`src/rtl/frame_seq.sv`:
```
// Call/return context sequencer: spills the register file to a DMEM stack frame on CALL and
// refills it on RET. Optional FRAME_SEQ_CLEAR_EN zeroes r1.. of the register file while saving.
module frame_seq #(
    parameter int unsigned XLEN       = 32,
    parameter int unsigned NSAVE      = 16,
    parameter int unsigned MAX_DEPTH  = 8,
    parameter logic [31:0] STACK_BASE = 32'h0000_F000
) (
    input  logic            clk,
    input  logic            rst,
    input  logic [1:0]      state_mode_next,
    output logic [1:0]      state_mode,
    output logic [7:0]      sc,
    output logic            busy,
    output logic            done,
    output logic [3:0]      depth,
    output logic            ovf,
    output logic            unf,
    output logic [5:0]      rf_raddr,
    input  logic [XLEN-1:0] rf_rdata,
    output logic [5:0]      rf_waddr,
    output logic [XLEN-1:0] rf_wdata,
    output logic            rf_we,
    output logic [31:0]     dmem_addr,
    output logic [XLEN-1:0] dmem_wdata,
    output logic            dmem_we,
    input  logic [XLEN-1:0] dmem_rdata
);

    localparam logic [1:0] StIdle    = 2'd0;
    localparam logic [1:0] StSave    = 2'd1;
    localparam logic [1:0] StRestore = 2'd2;
    localparam logic [1:0] StDone    = 2'd3;

    localparam logic [1:0] ModeImem = 2'd0;
    localparam logic [1:0] ModeCall = 2'd1;
    localparam logic [1:0] ModeRet  = 2'd2;

    localparam logic [7:0]  ScLast     = 8'(NSAVE - 1);
    localparam logic [7:0]  ScEnd      = 8'(NSAVE);
    localparam logic [3:0]  DepthMax   = 4'(MAX_DEPTH);
    localparam logic [31:0] FrameBytes = 32'(NSAVE * 4);

    logic [1:0]  state_q, state_d;
    logic [7:0]  sc_q, sc_d;
    logic [3:0]  depth_q, depth_d;
    logic        ovf_q, ovf_d;
    logic        unf_q, unf_d;
    logic [31:0] frame_base;
    logic [31:0] word_addr;

    // RESTORE sees the already-decremented depth, so both directions address the same frame.
    assign frame_base = STACK_BASE + 32'(depth_q) * FrameBytes;
    assign word_addr  = frame_base + {22'd0, sc_q, 2'b00};

    always_comb begin
        state_d = state_q;
        sc_d    = sc_q;
        depth_d = depth_q;
        ovf_d   = ovf_q;
        unf_d   = unf_q;
        case (state_q)
            StIdle: begin
                sc_d = 8'd0;
                if (state_mode_next == ModeCall) begin
                    if (depth_q < DepthMax) begin
                        state_d = StSave;
                    end else begin
                        ovf_d = 1'b1;
                    end
                end else if (state_mode_next == ModeRet) begin
                    if (depth_q != 4'd0) begin
                        depth_d = depth_q - 4'd1;
                        state_d = StRestore;
                    end else begin
                        unf_d = 1'b1;
                    end
                end
            end
            StSave: begin
                if (sc_q == ScLast) begin
                    sc_d    = 8'd0;
                    depth_d = depth_q + 4'd1;
                    state_d = StDone;
                end else begin
                    sc_d = sc_q + 8'd1;
                end
            end
            StRestore: begin
                // One extra cycle after the last read drains the final writeback.
                if (sc_q == ScEnd) begin
                    sc_d    = 8'd0;
                    state_d = StDone;
                end else begin
                    sc_d = sc_q + 8'd1;
                end
            end
            StDone: begin
                sc_d    = 8'd0;
                state_d = StIdle;
            end
            default: begin
                sc_d    = 8'd0;
                state_d = StIdle;
            end
        endcase
    end

    always_ff @(posedge clk) begin
        if (rst) begin
            state_q <= StIdle;
            sc_q    <= 8'd0;
            depth_q <= 4'd0;
            ovf_q   <= 1'b0;
            unf_q   <= 1'b0;
        end else begin
            state_q <= state_d;
            sc_q    <= sc_d;
            depth_q <= depth_d;
            ovf_q   <= ovf_d;
            unf_q   <= unf_d;
        end
    end

    always_comb begin
        state_mode = ModeImem;
        busy       = 1'b0;
        done       = 1'b0;
        rf_raddr   = 6'd0;
        rf_waddr   = 6'd0;
        rf_wdata   = '0;
        rf_we      = 1'b0;
        dmem_addr  = 32'd0;
        dmem_wdata = '0;
        dmem_we    = 1'b0;
        case (state_q)
            StSave: begin
                busy       = 1'b1;
                state_mode = ModeCall;
                rf_raddr   = sc_q[5:0];
                dmem_addr  = word_addr;
                dmem_wdata = rf_rdata;
                dmem_we    = 1'b1;
`ifdef FRAME_SEQ_CLEAR_EN
                // Read-before-write on the same address: the old value reaches DMEM this cycle.
                rf_waddr   = sc_q[5:0];
                rf_wdata   = '0;
                rf_we      = (sc_q != 8'd0);
`endif
            end
            StRestore: begin
                busy       = 1'b1;
                state_mode = ModeRet;
                if (sc_q != ScEnd) begin
                    dmem_addr = word_addr;
                end
                if (sc_q != 8'd0) begin
                    rf_we    = 1'b1;
                    rf_waddr = 6'(sc_q - 8'd1);
                    rf_wdata = dmem_rdata;
                end
            end
            StDone: begin
                done = 1'b1;
            end
            default: begin
                busy = 1'b0;
            end
        endcase
    end

    assign sc    = sc_q;
    assign depth = depth_q;
    assign ovf   = ovf_q;
    assign unf   = unf_q;

endmodule

```
`config.mk`:
```
export PLATFORM = sky130hd
export DESIGN_NAME = frame_seq
export DESIGN_NICKNAME = d
export VERILOG_FILES = /design/src/rtl/frame_seq.sv
export SDC_FILE = /design/constraint.sdc
export NUM_CORES = 1
export LEC_CHECK = 0
export ABC_AREA = 0
export CORE_MARGIN = 8
export CORE_UTILIZATION = 32
export DETAILED_ROUTE_END_ITERATION = 12
export GPL_TIMING_DRIVEN = 0
export PLACE_DENSITY = 0.88
export SYNTH_ARGS = -nofsm -noshare
export SYNTH_HDL_FRONTEND = slang
export SYNTH_SLANG_ARGS = --single-unit
```
`constraint.sdc`:
```
create_clock -name clk -period 4.76 [get_ports clk]
set_input_delay 1.19 -clock clk [delete_from_list [all_inputs] [get_ports clk]]
set_output_delay 1.19 -clock clk [all_outputs]
set_load 0.1 [all_outputs]
```
Word-level counts from Yosys, hierarchy flattened
Index checks and enable logic that the tools add are counted.
{"block": "op_classes", "add_sub_neg": 6, "n_lt_le_gt_ge": 1, "bitwise": 3, "reduce_logical": 10, "n_mux": 29, "n_eq_ne": 16}
{"cell": "two-way mux 32 bit", "n": 3}
{"cell": "case mux 18 bit (2 select lines)", "n": 1}
{"cell": "case mux 8 bit (3 select lines)", "n": 1}
{"cell": "adder 17 x 10 -> 18 bit", "n": 1}
{"cell": "two-way mux 18 bit", "n": 1}
{"cell": "two-way mux 6 bit", "n": 3}
{"cell": "adder 16 x 10 -> 17 bit, first input constant", "n": 1}
{"cell": "two-way mux 4 bit", "n": 4}
{"cell": "two-way mux 8 bit", "n": 2}
{"cell": "two-way mux 2 bit", "n": 6}
{"cell": "inequality test 2 bit, second input constant", "n": 5}
{"cell": "AND reduction 5 bit", "n": 2}
{"cell": "inequality test 3 bit, second input constant", "n": 3}
{"cell": "adder 8 x 1 -> 8 bit, second input constant", "n": 1}
{"cell": "== test 8 x 4 -> 1 bit, second input constant", "n": 1}
{"cell": "== test 8 x 5 -> 1 bit, second input constant", "n": 1}
{"cell": "inequality test 8 x 5 -> 1 bit, second input constant", "n": 1}
{"cell": "case mux 2 bit (4 select lines)", "n": 1}
{"cell": "case mux 4 bit (2 select lines)", "n": 1}
{"cell": "nonzero test 8 bit", "n": 1}
{"cell": "== test 2 bit, second input constant", "n": 3}
{"cell": "subtractor 6 x 1 -> 6 bit, second input constant", "n": 1}
{"cell": "two-way mux 1 bit", "n": 5}
{"cell": "adder 4 x 1 -> 4 bit, second input constant", "n": 1}
{"cell": "other kinds (11)", "n": 15}
{"block": "totals", "regBits": 16, "inputBits": 68, "out_inout_bits": 128, "wordCells": 70}

Longest topological paths before layout
{"block": "logic_depth", "ltp_word": 5, "ltp_mapped": 8, "ltp_nobuf": 8}

Worst setup path before layout
OpenSTA, ideal clock, no wires.
{"block": "synth_timing", "path_type": "register to output", "start": "register sc_q[0] (netlist: sc[0])", "end": "output rf_wdata[22]", "setup_slack_ps": -254, "arrival_time_ps": 3824, "stages_incl_launch_ff": 9, "path_buffers": 1, "required_time_ps": 3570, "path_cell_list": "dfxtp_1 inv_1 ha_1 nor3b_1 nand2_1 nand2_1 inv_1 clkbuf_1 and2_1"}
{"block": "synth_via", "elab_chain_cells": 3}
{"item": "start: declaration", "line_no": "45", "source": "logic [7:0] sc_q, sc_d;"}
{"item": "start signal: assignment", "line_no": "112", "source": "sc_q <= 8'd0;"}
{"item": "start signal: assignment", "line_no": "118", "source": "sc_q <= sc_d;"}
{"item": "nonzero test 8 bit", "line_no": "157", "source": "if (sc_q != 8'd0) begin"}
{"item": "two-way mux 32 bit", "line_no": "157"}
{"item": "two-way mux 32 bit", "line_no": "136", "source": "case (state_q)"}
{"item": "end: declaration", "line_no": "22", "source": "output logic [XLEN-1:0] rf_wdata,"}
No other way between the ends.

Worst setup path after layout
{"block": "layout_timing", "start": "register sc_q[0] (netlist: sc[0])", "end": "output dmem_addr[7]"}
{"block": "layout_via", "elab_chain_cells": 3, "elab_cells_between_ends": 4, "cone_classes": "add/sub (1); eq/ne (1); mux (2)"}
{"item": "adder 17 x 10 -> 18 bit or inequality test 8 x 5 -> 1 bit (tied branches)", "line_no": "54, 154"}
{"item": "two-way mux 18 bit", "line_no": "154", "source": "if (sc_q != ScEnd) begin"}
{"item": "case mux 18 bit (2 select lines) (*)", "line_no": "136"}
{"item": "end: declaration", "line_no": "24", "source": "output logic [31:0] dmem_addr,"}
Mark *: on every way between the ends. The rest lies on a longest branch, timed or not.

==> run_results.csv <==
group,metric,value,unit
grt,grt_pass1_wl,12600,um
worst_setup_path,crit_arrival,3.36,ns
pwr,finalPower,1.20,mW
worst_setup_path,cp-start-kind,"flip-flop",
pwr,p_per_area,310,nW/um2
placed_design,gp_congestion,0.805,
timing,post-route-min-period,4.55,ns
timing,whs,0.496,ns
cts,postCtsSetupBuffers,0,
timing,finalHoldViolations,0,
worst_hold_path,hold_depth,2,
placed_design,post-dp-hpwl,7260,um
worst_hold_path,hold_path_class,"reg -> reg",
logic_synthesis,syn_inst,257,
worst_setup_path,cpMostUsedCell,"inv_1",
worst_setup_path,crit_path_max_fanout,7,
grt,grt_use_met2,0.356,
worst_setup_path,r2r_slack,2.14,ns
grt,busiest_layer,"met2",
grt,grt_util_met1,0.194,
finish,final_core_util,0.663,
cts,numCtsBuffers,3,
route,drt_iter0_drc,68,
logic_synthesis,seq_area_frac_synth,0.168,
route,vias,2294,
cts,clk_root_buffer_cell,"clkbuf_8",
logic_synthesis,synthTopCellsByArea,"and2_1 (22%), dfxtp_1 (17%), ha_1 (11%), buf_4 (9.1%), nor2_1 (6.1%)",
cts,cts_sinks,16,
route,drtPass1Iterations,4,
run_status,status,"completed",
worst_setup_path,crit_required,3.57,ns
route,drc_errors,0,
grt,grt_usage,0.182,
timing,fin_worst_skew,0.00454,ns
die,core,5850,um2
logic_synthesis,syn_area_per_cell,7.42,um2
grt,grt_max_degree,13,
logic_synthesis,syn_area,1910,um2
job,drv_cap,0,
pwr,ir_drop,0.000292,V
route,vias_per_cell,4.34,
grt,grt_pass1_vias,2184,
worst_setup_path,slowest_delay,0.97,ns
logic_synthesis,synth_top_area_cell,"and2_1",
logic_synthesis,synth_cell_type_count,41,
grt,use_met3,0.0361,
cts,cts_htree_levels,1,
pwr,p_leak,1.66,nW
die,rows,28,
logic_synthesis,synth_top_area_frac,0.220,
logic_synthesis,ys_warn_count,0,
die,io_pins,196,
finish,layout-drive-gt1-share,0.0903,
die,dieArea,8690,um2
timing,period_share,0.956,
timing,max_freq,220,MHz
route,wl,8290,um
route,wl_per_cell,15.7,um
die,die_y,93.2,um
die,start_util,0.326,
placed_design,port-buffer-count,175,
finish,fin_nets,542,
timing,drv_slew,0,
worst_setup_path,crit_path_end_kind,"primary output",
timing,tightestPinTransition,1.03,ns
timing,setup_violations,0,
route,ant_nets,0,
worst_setup_path,r2r_cells,8,
grt,antenna_found_initial,0,
cts,hold_buffers,0,
cts,clk_pin_slew,0.07,ns
cts,ctsResizeCount,0,
finish,antenna_cells,0,
worst_setup_path,cp_slowest_cell,"clkdlybuf4s50_1",
timing,timing.slew.headroom,0.314,
cts,clock_latency,0.26,ns
finish,syn_to_final_growth,104,%
worst_setup_path,path_cells,"inv_1 -> ha_1 -> nor3b_1 -> a31oi_1 -> o21ai_1 -> inv_1 -> and2_2 -> clkdlybuf4s50_1",
die,die_w,93.2,um
grt,overflow,0,
cts,cts_buffer_depth,2,
logic_synthesis,synth-seq-cells,16,
cts,cts_tree,"built",
worst_setup_path,worstSetupPathType,"reg -> out",
==> kinds of logic (layout without fill, tap and decap cells) <==
logic type | after synthesis | in the layout | share of synthesized area
adders and majority gates | 19 | 19 | 0.133
DFF | 16 | 16 | 0.168
buffers and inverters | 51 | 230 | 0.158
other | 1 | 19 | 0.00197
AOI/OAI and AO/OA | 27 | 27 | 0.0906
and+or+nand+nor | 127 | 127 | 0.373
xor gates and xnor gates | 13 | 13 | 0.0597
muxes | 3 | 3 | 0.0164
==> worst paths after layout <==
kind                           start                     to
max                 sc[0]$_SDFF_PP0_           dmem_addr[7]
min                 unf$_SDFFE_PP0P_       unf$_SDFFE_PP0P_
max reg2reg  state_q[1]$_SDFFE_PP0P_  depth[3]$_SDFFE_PP0P_
min reg2reg         unf$_SDFFE_PP0P_       unf$_SDFFE_PP0P_
==> stage by stage <==
stage | area, um2 | std cells | TNS [ns] | worst slack [ns]
after floorplan | 1980 | 275 | 0 | 0.108
after global placement | 3820 | 525 | 0 | 0.555
after detailed placement | 3820 | 525 | 0 | 0.500
after CTS | 3880 | 529 | 0 | 0.214
after global routing | 3880 | 529 | -0.0293 | -0.0293
final | 3880 | 529 | 0 | 0.209
==> layout make-up <==
class,count,area (um2)
Buffer,35,243
Clock buffer,4,55.1
Fill cell,487,1970
Inverter,16,60.1
Multi-Input combinational cell,208,1360
Sequential cell,16,320
Tap cell,75,93.8
Timing Repair Buffer,175,1750
==> report_power, final <==
part / internal [mW] / total [mW] / switching (mW)
logic: 0.247 / 0.909 / 0.662
clock network: 0.0736 / 0.126 / 0.0524
registers: 0.147 / 0.168 / 0.0206
==> state kept, by name, indices dropped and copies added (netlist names) <==
signal / cells
sc: 8
depth: 4
state_q: 2
ovf: 1
unf: 1
==> placed cells by master (no fill, tap or decap), types with 6 or more instances in the layout <==
cell type,count
and2_1,65
a21oi_1,8
xnor2_1,9
dfxtp_1,16
clkdlybuf4s50_1,174
nand2_1,8
nand3_1,6
inv_1,15
clkbuf_1,7
ha_1,17
buf_4,23
conb_1,19
nor2_1,31
==> Yosys cell counts (all sizes together) <==
| cell type | number |
|---|---|
| o22ai | 1 |
| xor2 | 4 |
| nand3 | 6 |
| dfxtp | 16 |
| and3 | 3 |
| a41oi | 1 |
| ha | 17 |
| nand2b | 1 |
| nand2 | 8 |
| nand3b | 1 |
| a311oi | 1 |
| and2 | 68 |
| or3 | 1 |
| xnor2 | 9 |
| clkbuf | 8 |
| nor3 | 3 |
| o21ai | 5 |
| a31oi | 2 |
| a2bb2oi | 1 |
| or4 | 1 |
| a21o | 4 |
| mux2i | 2 |
| nor2 | 31 |
| conb | 1 |
| a21oi | 9 |
| buf | 27 |
| nor3b | 1 |
| o211ai | 3 |
| nor2b | 1 |
| nor4 | 2 |
| inv | 15 |
| mux2 | 1 |
| clkinv | 1 |
| fa | 2 |
==> metal layers <==
| layer | wire (um) | vias to the layer above |
|---|---|---|
| li1 | - | 1176 |
| met1 | 3250 | 1017 |
| met2 | 4430 | 94 |
| met3 | 540 | 7 |
| met4 | 68 | 0 |
| met5 | 0 | - |
==> critical path: cells and delay by family (launching register included) <==
family                     cells  cell delay [ns]
and+or+nand+nor                2             0.53
buffers and inverters          3             1.33
AOI/OAI and AO/OA              2             0.70
adders and majority gates      1             0.16
DFF                            1             0.37
(Power assumes the default switching activity.)
